File: src/rtl/jk_tune_pkg.sv
// Shared constants and types for the charge-tune trigger and tune player.
package jk_tune_pkg;

  typedef enum logic [1:0] {
    IDLE = 2'd0,
    FIRE = 2'd1,
    LOCK = 2'd2
  } trig_state_t;

  // Note durations in clk cycles, shared with the tune player's duration counter.
  localparam logic [31:0] DUR_SHORT  = 32'h0040_0000;
  localparam logic [31:0] DUR_LONG   = 32'h0080_0000;
  localparam logic [31:0] DUR_DOTTED = 32'h00C0_0000;

  // 3*long + 7*short plus an 8-cycle margin.
  localparam logic [31:0] TUNE_LEN = 32'd54525960;

  localparam logic [31:0] STEP_FAST = 32'd15;
  localparam logic [31:0] STEP_IMPL = 32'd1;

endpackage

File: src/rtl/btn_debounce.sv
// Push-button synchronizer, debouncer and press detector.
// Emits one press pulse per debounced falling edge of btn_n.
module btn_debounce #(
  parameter int unsigned FAST_SIM = 1,
  parameter int unsigned DB_BITS  = 20
) (
  input  logic clk,
  input  logic rst_n,
  input  logic btn_n,
  output logic o_press
);

  localparam int unsigned CW = (FAST_SIM != 0) ? 4 : DB_BITS;
  localparam logic [CW-1:0] CNT_ONE = {{(CW-1){1'b0}}, 1'b1};

  logic          r_s1;
  logic          r_s2;
  logic          r_db;
  logic          r_db_d;
  logic          r_press;
  logic [CW-1:0] r_cnt;

  // Counter runs only while the synced level disagrees with the debounced one,
  // so any return to the old level restarts the window.
  always_ff @(posedge clk or negedge rst_n) begin
    if (!rst_n) begin
      r_s1    <= 1'b1;
      r_s2    <= 1'b1;
      r_db    <= 1'b1;
      r_db_d  <= 1'b1;
      r_press <= 1'b0;
      r_cnt   <= '0;
    end else begin
      r_s1    <= btn_n;
      r_s2    <= r_s1;
      r_db_d  <= r_db;
      r_press <= r_db_d & ~r_db;
      if (r_s2 == r_db) begin
        r_cnt <= '0;
      end else if (r_cnt == {CW{1'b1}}) begin
        r_db  <= r_s2;
        r_cnt <= '0;
      end else begin
        r_cnt <= r_cnt + CNT_ONE;
      end
    end
  end

  assign o_press = r_press;

endmodule

File: src/rtl/charge_trigger.sv
// Merges tune requests, issues one go per tune and queues up to three
// requests that arrive while the player is locked out.
module charge_trigger
  import jk_tune_pkg::*;
#(
  parameter int unsigned FAST_SIM = 1,
  parameter int unsigned DB_BITS  = 20,
  parameter logic [31:0] LOCK_LEN = TUNE_LEN
) (
  input  logic       clk,
  input  logic       rst_n,
  input  logic       btn_n,
  input  logic       cmd_req,
  input  logic       tour_done,
  output logic       go,
  output logic       busy,
  output logic [1:0] pending,
  output logic       overflow
);

  localparam logic [31:0] STEP = (FAST_SIM != 0) ? STEP_FAST : STEP_IMPL;

  trig_state_t r_state;
  logic [31:0] r_cnt;
  logic [1:0]  r_pend;
  logic        r_go;
  logic        r_busy;
  logic        r_ovf;
  logic        w_btn_req;
  logic        w_req;

  btn_debounce #(
    .FAST_SIM (FAST_SIM),
    .DB_BITS  (DB_BITS)
  ) u_btn (
    .clk     (clk),
    .rst_n   (rst_n),
    .btn_n   (btn_n),
    .o_press (w_btn_req)
  );

  assign w_req = cmd_req | tour_done | w_btn_req;

  always_ff @(posedge clk or negedge rst_n) begin
    if (!rst_n) begin
      r_state <= IDLE;
      r_cnt   <= '0;
      r_pend  <= 2'd0;
      r_go    <= 1'b0;
      r_busy  <= 1'b0;
      r_ovf   <= 1'b0;
    end else begin
      r_go  <= 1'b0;
      r_ovf <= 1'b0;
      case (r_state)
        IDLE: begin
          if (w_req || (r_pend != 2'd0)) begin
            r_state <= FIRE;
            r_go    <= 1'b1;
            r_busy  <= 1'b1;
            // A fresh req replaces the consumed queue entry, so only dequeue without one.
            if (!w_req) r_pend <= r_pend - 2'd1;
          end
        end
        FIRE: begin
          r_cnt   <= '0;
          r_state <= LOCK;
        end
        LOCK: begin
          if (r_cnt >= LOCK_LEN) begin
            r_state <= IDLE;
            r_busy  <= 1'b0;
          end else begin
            r_cnt <= r_cnt + STEP;
          end
        end
        default: begin
          r_state <= IDLE;
          r_busy  <= 1'b0;
        end
      endcase

      if ((r_state != IDLE) && w_req) begin
        if (r_pend == 2'd3) r_ovf  <= 1'b1;
        else                r_pend <= r_pend + 2'd1;
      end
    end
  end

  assign go       = r_go;
  assign busy     = r_busy;
  assign pending  = r_pend;
  assign overflow = r_ovf;

endmodule

File: config.mk
export PLATFORM = sky130hd
export DESIGN_NAME = charge_trigger
export DESIGN_NICKNAME = d
export VERILOG_FILES = /design/src/rtl/jk_tune_pkg.sv /design/src/rtl/btn_debounce.sv /design/src/rtl/charge_trigger.sv
export SDC_FILE = /design/constraint.sdc
export NUM_CORES = 1
export LEC_CHECK = 0
export CORE_MARGIN = 5
export CORE_UTILIZATION = 25
export CTS_CLUSTER_SIZE = 8
export DETAILED_ROUTE_END_ITERATION = 8
export HOLD_SLACK_MARGIN = 0.03
export PLACE_DENSITY = 0.49
export SETUP_SLACK_MARGIN = 0.2
export SLEW_MARGIN = 20
export SYNTH_ARGS = -nofsm -noshare
export SYNTH_HDL_FRONTEND = slang
export SYNTH_SLANG_ARGS = --single-unit
File: constraint.sdc
create_clock -name clk -period 2.2 [get_ports clk]
set_clock_uncertainty 0.15 [all_clocks]
set_input_delay 0.44 -clock clk [delete_from_list [all_inputs] [get_ports clk]]
set_output_delay 0.44 -clock clk [all_outputs]
set_load 0.01 [all_outputs]
==> results of run 1 <==
## worst min path at each step
stage	start	endpoint	slack (ns)
floorplan	rst_n	asynchronous set/reset pin	-0.006
global placement	u_btn.r_s1$_DFF_PN1_	u_btn.r_s2$_DFF_PN1_	0.20
detailed placement	u_btn.r_s1$_DFF_PN1_	u_btn.r_s2$_DFF_PN1_	0.20
CTS	u_btn.r_s1$_DFF_PN1_	u_btn.r_s2$_DFF_PN1_	0.21
global route	u_btn.r_s1$_DFF_PN1_	u_btn.r_s2$_DFF_PN1_	0.22
finish	u_btn.r_s1$_DFF_PN1_	u_btn.r_s2$_DFF_PN1_	0.21
## stage by stage
stage	total power (µW)	instance area, µm²
after floorplan	999	2480
after CTS	1840	3140
after global routing	1890	3330
after detailed placement	1080	2880
final	1820	3330
after global placement	1080	2880
## state kept, by name, indices dropped and copies added, names as in the netlist, named ones only
name,flops
busy,1
go,1
overflow,1
pending,1
r_cnt,32
r_state,2
u_btn.o_press,1
u_btn.r_cnt,4
u_btn.r_db,1
u_btn.r_db_d,1
u_btn.r_s1,1
u_btn.r_s2,1
## cells in the final DEF (no fill, tap or decap), types with 7 or more instances in the layout
cell / count
and2_1: 8
buf_4: 29
buf_6: 7
clkdlybuf4s50_1: 8
dfrtp_1: 44
inv_1: 9
mux2i_1: 19
nand2_1: 27
nand2b_1: 8
nand3_1: 8
nand4_1: 15
## per-layer routing
layer	vias up	wire length (µm)	track usage, %
met3	12	186	2.31
met1	953	2770	13.6
met2	32	2740	16.0
met5	-	0	0
li1	974	-	-
met4	0	113	4.51
## critical path, stage by stage, from the launching register on
cell      delay (ns)
dfrtp_1         0.39
or4_4           0.54
o311ai_4        0.27
nand2_2         0.10
or4_4           0.49
mux2i_1         0.18
## kinds of logic (layout without fill, tap and decap cells)
group | after synthesis | count (layout) | share of synthesized area (%)
mux | 20 | 20 | 8.24
compound gates | 28 | 28 | 7.88
buf+inv | 23 | 66 | 3.68
fa+ha+maj | 5 | 5 | 2.56
xor+xnor | 3 | 3 | 1.07
flops | 48 | 48 | 49.3
simple gates | 118 | 118 | 27.3
## cells in the mapped netlist (4+ instances only)
cell type / number
a21oi_1: 5
and2_1: 9
and3_1: 6
and4_1: 4
clkbuf_1: 10
dfrtp_1: 44
dfstp_2: 4
ha_1: 5
inv_1: 10
mux2i_1: 19
nand2_1: 29
nand2b_1: 8
nand3_1: 12
nand4_1: 15
nand4b_1: 4
nor2_1: 7
nor3_1: 6
o21ai_0: 7
or4_1: 4
## area by class of cell
| cell class | instances | area [µm²] |
|---|---|---|
| Clock buffer | 6 | 72.6 |
| Clock inverter | 2 | 60.1 |
| Fill cell | 995 | 6310 |
| Inverter | 10 | 37.5 |
| Multi-Input combinational cell | 174 | 1360 |
| Sequential cell | 48 | 1210 |
| Tap cell | 133 | 166 |
| Timing Repair Buffer | 48 | 427 |
## timing repair
action | CTS | global route
gates cloned | 0 | 1
hold endpoints to repair | 13 | 0
hold buffers | 1 | 0
pin swaps | 3 | 10
setup buffers | 5 | 5
resized for setup | 20 | 26
endpoints found under the setup margin | 28 | 28
## power by group
part / internal [µW] / switching, µW / total (µW)
logic: 70.8 / 65.3 / 136
clock network: 454 / 304 / 758
registers: 907 / 17.5 / 925
==> results.sh, run 1 <==
export IMPL_reg2reg_slack_ns=0.002
export IMPL_grt_start_max_net_pins=34
export IMPL_dieArea_um2=11900
export IMPL_cts_inserted_buffers=5
export IMPL_pre_cts_slack_ns=-0.112
export IMPL_cp_required_ns=2.27
export IMPL_synth_flop_cell="dfrtp_1"
export IMPL_critPathLaunch="r_cnt[20]$_DFFE_PN0P_"
export IMPL_grt_pass1_wl_mm=9.56
export IMPL_final_antenna_net_count=0
export IMPL_synth_cell_types=41
export IMPL_synthArstFlopShare_pct=100
export IMPL_clockBufferDepth=2
export IMPL_period_needed_ns=2.20
export IMPL_seq_area_frac_synth_pct=49.3
export IMPL_clk_pin_slew_ns=0.09
export IMPL_drt_first_pass_iters=4
export IMPL_cp_end_kind="flip-flop"
export IMPL_tns_ns=0
export IMPL_crit_path_max_fanout=3
export IMPL_die_h_um=109
export IMPL_fmax_ghz=0.455
export IMPL_synthesis_area_per_instance_um2=9.98
export IMPL_gp_congestion=0.770
export IMPL_ys_top_cells_by_area="dfrtp_1 45%, mux2i_1 7.8%, nand2_1 4.5%"
export IMPL_vias_per_cell=4.68
export IMPL_wire_per_inst_um=13.8
export IMPL_drv_slew=0
export IMPL_outcome="finished clean"
export IMPL_vias=1971
export IMPL_stdcell_count=421
export IMPL_row_count=36
export IMPL_path_class="reg2reg"
export IMPL_syn_inst=245
export IMPL_p_per_area_nw_per_um2=547
export IMPL_cap_violations=0
export IMPL_num_nets_final=297
export IMPL_insertion_delay_ns=0.31
export IMPL_yosys_area_top_type="dfrtp_1"
export IMPL_cts_sinks=48
export IMPL_syn_cell_area_um2=2450
export IMPL_max_slew_margin_pct=61.6
export IMPL_drtIter0Drc=63
export IMPL_yosysWarnings=0
export IMPL_cts_tree="built"
export IMPL_grt_setup_unrepaired="yes"
export IMPL_setup_viol=0
export IMPL_synth_edf_count=0
export IMPL_grtUsageTotal_pct=10.3
export IMPL_htreeDepth=2
export IMPL_final_hold_viol_count=0
export IMPL_fin_util_pct=34.5
export IMPL_dp_hpwl_mm=3.86
export IMPL_syn_to_final_growth_pct=36.0
export IMPL_cts_root_buf="clkbuf_8"
export IMPL_die_x_um=109
export IMPL_worst_r2r_endpoint="r_cnt[10]$_DFFE_PN0P_"
export IMPL_timing_hold_ws_ns=0.210
export IMPL_fin_ws_ns=0.00183
export IMPL_routed_wl_mm=5.82
export IMPL_grt_pass1_vias=2004
export IMPL_ir_worst_vdd_mv=0.249
export IMPL_antenna_found_initial=0
export IMPL_fin_crit_sh_pct=99.9
export IMPL_crit_end="r_cnt[10]$_DFFE_PN0P_"
export IMPL_grt_overflow_total=0
export IMPL_worst_slew_pin_slew_ns=0.576
export IMPL_drcViolationCount=0
export IMPL_worstReg2RegStart="r_cnt[20]$_DFFE_PN0P_"
export IMPL_power_leakage_uw=0.00152
export IMPL_port_buffers=9
export IMPL_drive_gt1_share_pct=28.1
export IMPL_synth_top_cell_area_share_pct=45.0
export IMPL_rr_worst_depth=5
export IMPL_start_kind="flip-flop"
export IMPL_ios=10
export IMPL_crit_arrival_ns=2.27
export IMPL_synth_fp_nets=255
export IMPL_insertedDiodeCount=0
export IMPL_ys_seq_elements=48
export IMPL_initial_core_util_pct=25.4
export IMPL_place_inst=401
export IMPL_hold_class="reg2reg"
export IMPL_hold_depth=0
export IMPL_coreArea_um2=9640
Note: power is estimated with default switching activity, not from simulation.
==> run 2: changes to the inputs <==
- CORE_MARGIN: 5 -> default
==> results.sh, run 2 (synthesis gave the netlist of run 1 again) <==
export IMPL_crit_top_cell="or4_4"
export IMPL_antenna_found_initial=0
export IMPL_clkPwrFrac_pct=32.3
export IMPL_drt_first_pass_iters=4
export IMPL_path_class="reg2reg"
export IMPL_crit_family="simple AND/OR/NAND/NOR gates"
export IMPL_grt_start_max_net_pins=31
export IMPL_crit_path_max_fanout=3
export IMPL_power_internal_uw=1200
export IMPL_final_cell_area_um2=3190
export IMPL_coreArea_um2=9370
export IMPL_max_slew_margin_pct=63.0
export IMPL_vias_per_cell=4.77
export IMPL_cts_root_buf="clkbuf_8"
export IMPL_insertion_delay_ns=0.30
export IMPL_drive_gt1_share_pct=24.0
export IMPL_cp_slowest_cell="or4_4"
export IMPL_final_antenna_net_count=0
export IMPL_grt_setup_unrepaired="yes"
export IMPL_switchingPower_uw=363
export IMPL_dp_hpwl_mm=3.70
export IMPL_syn_to_final_growth_pct=30.3
export IMPL_cp_end_kind="flip-flop"
export IMPL_period_needed_ns=2.17
export IMPL_path_depth=5
export IMPL_routed_wl_mm=5.51
export IMPL_timing_hold_ws_ns=0.210
export IMPL_clk_pin_slew_ns=0.09
export IMPL_seqPwrFrac_pct=59.1
export IMPL_num_nets_final=288
export IMPL_mostFrequentLayoutCells="44 x dfrtp_1, 27 x nand2_1, 21 x buf_4"
export IMPL_die_x_um=101
export IMPL_drv_slew=0
export IMPL_vias=1948
export IMPL_grt_pass1_wl_mm=9.14
export IMPL_cts_inserted_buffers=5
export IMPL_insertedDiodeCount=0
export IMPL_ios=10
export IMPL_clockBufferDepth=2
export IMPL_grt_overflow_total=0
export IMPL_setup_viol=0
export IMPL_fin_crit_sh_pct=98.5
export IMPL_crit_arrival_ns=2.21
export IMPL_ir_worst_vdd_mv=0.198
export IMPL_power_frac_comb_pct=8.6
export IMPL_outcome="finished clean"
export IMPL_slowest_delay_ns=0.54
export IMPL_cts_sinks=48
export IMPL_worst_slew_pin_slew_ns=0.550
export IMPL_hold_class="reg2reg"
export IMPL_final_common_cell="dfrtp_1"
export IMPL_wire_per_inst_um=13.5
export IMPL_rr_worst_depth=5
export IMPL_gp_congestion=0.774
export IMPL_hold_depth=0
export IMPL_crit_buf_inv=0
export IMPL_placed_area_um2=2850
export IMPL_cap_violations=0
export IMPL_dieArea_um2=10200
export IMPL_drtIter0Drc=74
export IMPL_sw_frac_of_total_pct=23.2
export IMPL_row_count=35
export IMPL_largest_reg_flops=32
export IMPL_grtUsageTotal_pct=11.6
export IMPL_crit_chain="or4_4, o311ai_4, nand2_2, or4_4, mux2i_1"
export IMPL_final_hold_viol_count=0
export IMPL_cts_tree="built"
export IMPL_cp_required_ns=2.24
export IMPL_p_per_area_nw_per_um2=491
export IMPL_fmax_ghz=0.461
export IMPL_initial_core_util_pct=26.1
export IMPL_start_kind="flip-flop"
export IMPL_reg2reg_slack_ns=0.03
export IMPL_regMostFlops="r_cnt"
export IMPL_die_h_um=101
export IMPL_port_buffers=9
export IMPL_drcViolationCount=0
export IMPL_reg_top3="r_cnt (32), u_btn.r_cnt (4), r_state (2)"
export IMPL_grt_pass1_vias=1872
export IMPL_power_leakage_uw=0.00147
export IMPL_htreeDepth=2
-- run 2: worst register-to-register path: cells and delay by family, from the launching register on --
kind	cells	cell delay (ns)
and+or+nand+nor	3	1.14
muxes	1	0.13
DFF	1	0.39
AOI/OAI and AO/OA	1	0.25
-- run 2: area by class of cell --
cell class / instances / area, µm²
Clock buffer: 7 / 76.3
Multi-Input combinational cell: 174 / 1320
Tap cell: 129 / 161
Inverter: 10 / 37.5
Fill cell: 991 / 6180
Clock inverter: 1 / 5.00
Timing Repair Buffer: 39 / 385
Sequential cell: 48 / 1210
-- run 2: power by group through the flow --
stage	Sequential [µW]	Combinational (µW)	Clock, µW
6_report	924	134	505
5_1_grt	926	155	563
4_1_cts	924	138	532
3_5_place_dp	940	138	0
3_3_place_gp	940	133	0
2_1_floorplan	947	52.3	0
-- run 2: what timing repair did --
action                                 in CTS  in global routing
gates resized for setup                    12                 27
pin swaps                                   2                  7
hold buffers                                1                  0
setup endpoints to repair                  27                 28
setup buffers                               1                  4
endpoints found under the hold margin      16                  0
gates cloned                                0                  2
-- run 2: through the flow --
stage | total power [µW] | worst slack [ns] | util [%] | TNS [ns] | instances
floorplan | 999 | 0.0634 | - | 0 | 245
global placement | 1070 | -0.0345 | 30.4 | -0.0885 | 392
detailed placement | 1080 | -0.0453 | 30.4 | -0.0690 | 392
CTS | 1590 | 0.0289 | 31.9 | 0 | 402
global route | 1640 | -0.0426 | 34.0 | -0.170 | 408
finish | 1560 | 0.0331 | 34.0 | 0 | 408
-- run 2: path summary, 6_finish.rpt --
kind | startpoint | to
min reg2reg | u_btn.r_s1$_DFF_PN1_ | u_btn.r_s2$_DFF_PN1_
min in group asynchronous | rst_n | r_cnt[29]$_DFFE_PN0P_
max reg2reg | r_cnt[20]$_DFFE_PN0P_ | r_cnt[14]$_DFFE_PN0P_
max | r_cnt[20]$_DFFE_PN0P_ | r_cnt[14]$_DFFE_PN0P_
min | u_btn.r_s1$_DFF_PN1_ | u_btn.r_s2$_DFF_PN1_
max in group asynchronous | rst_n | u_btn.r_db_d$_DFF_PN1_
-- run 2: layer usage --
| metal | share of wire, % | vias up | track usage [%] |
|---|---|---|---|
| met5 | 0 | - | 0 |
| met4 | 1.3 | 0 | 3.34 |
| met3 | 2.0 | 6 | 2.29 |
| met2 | 46 | 24 | 19.1 |
| met1 | 51 | 960 | 15.4 |
| li1 | - | 958 | - |
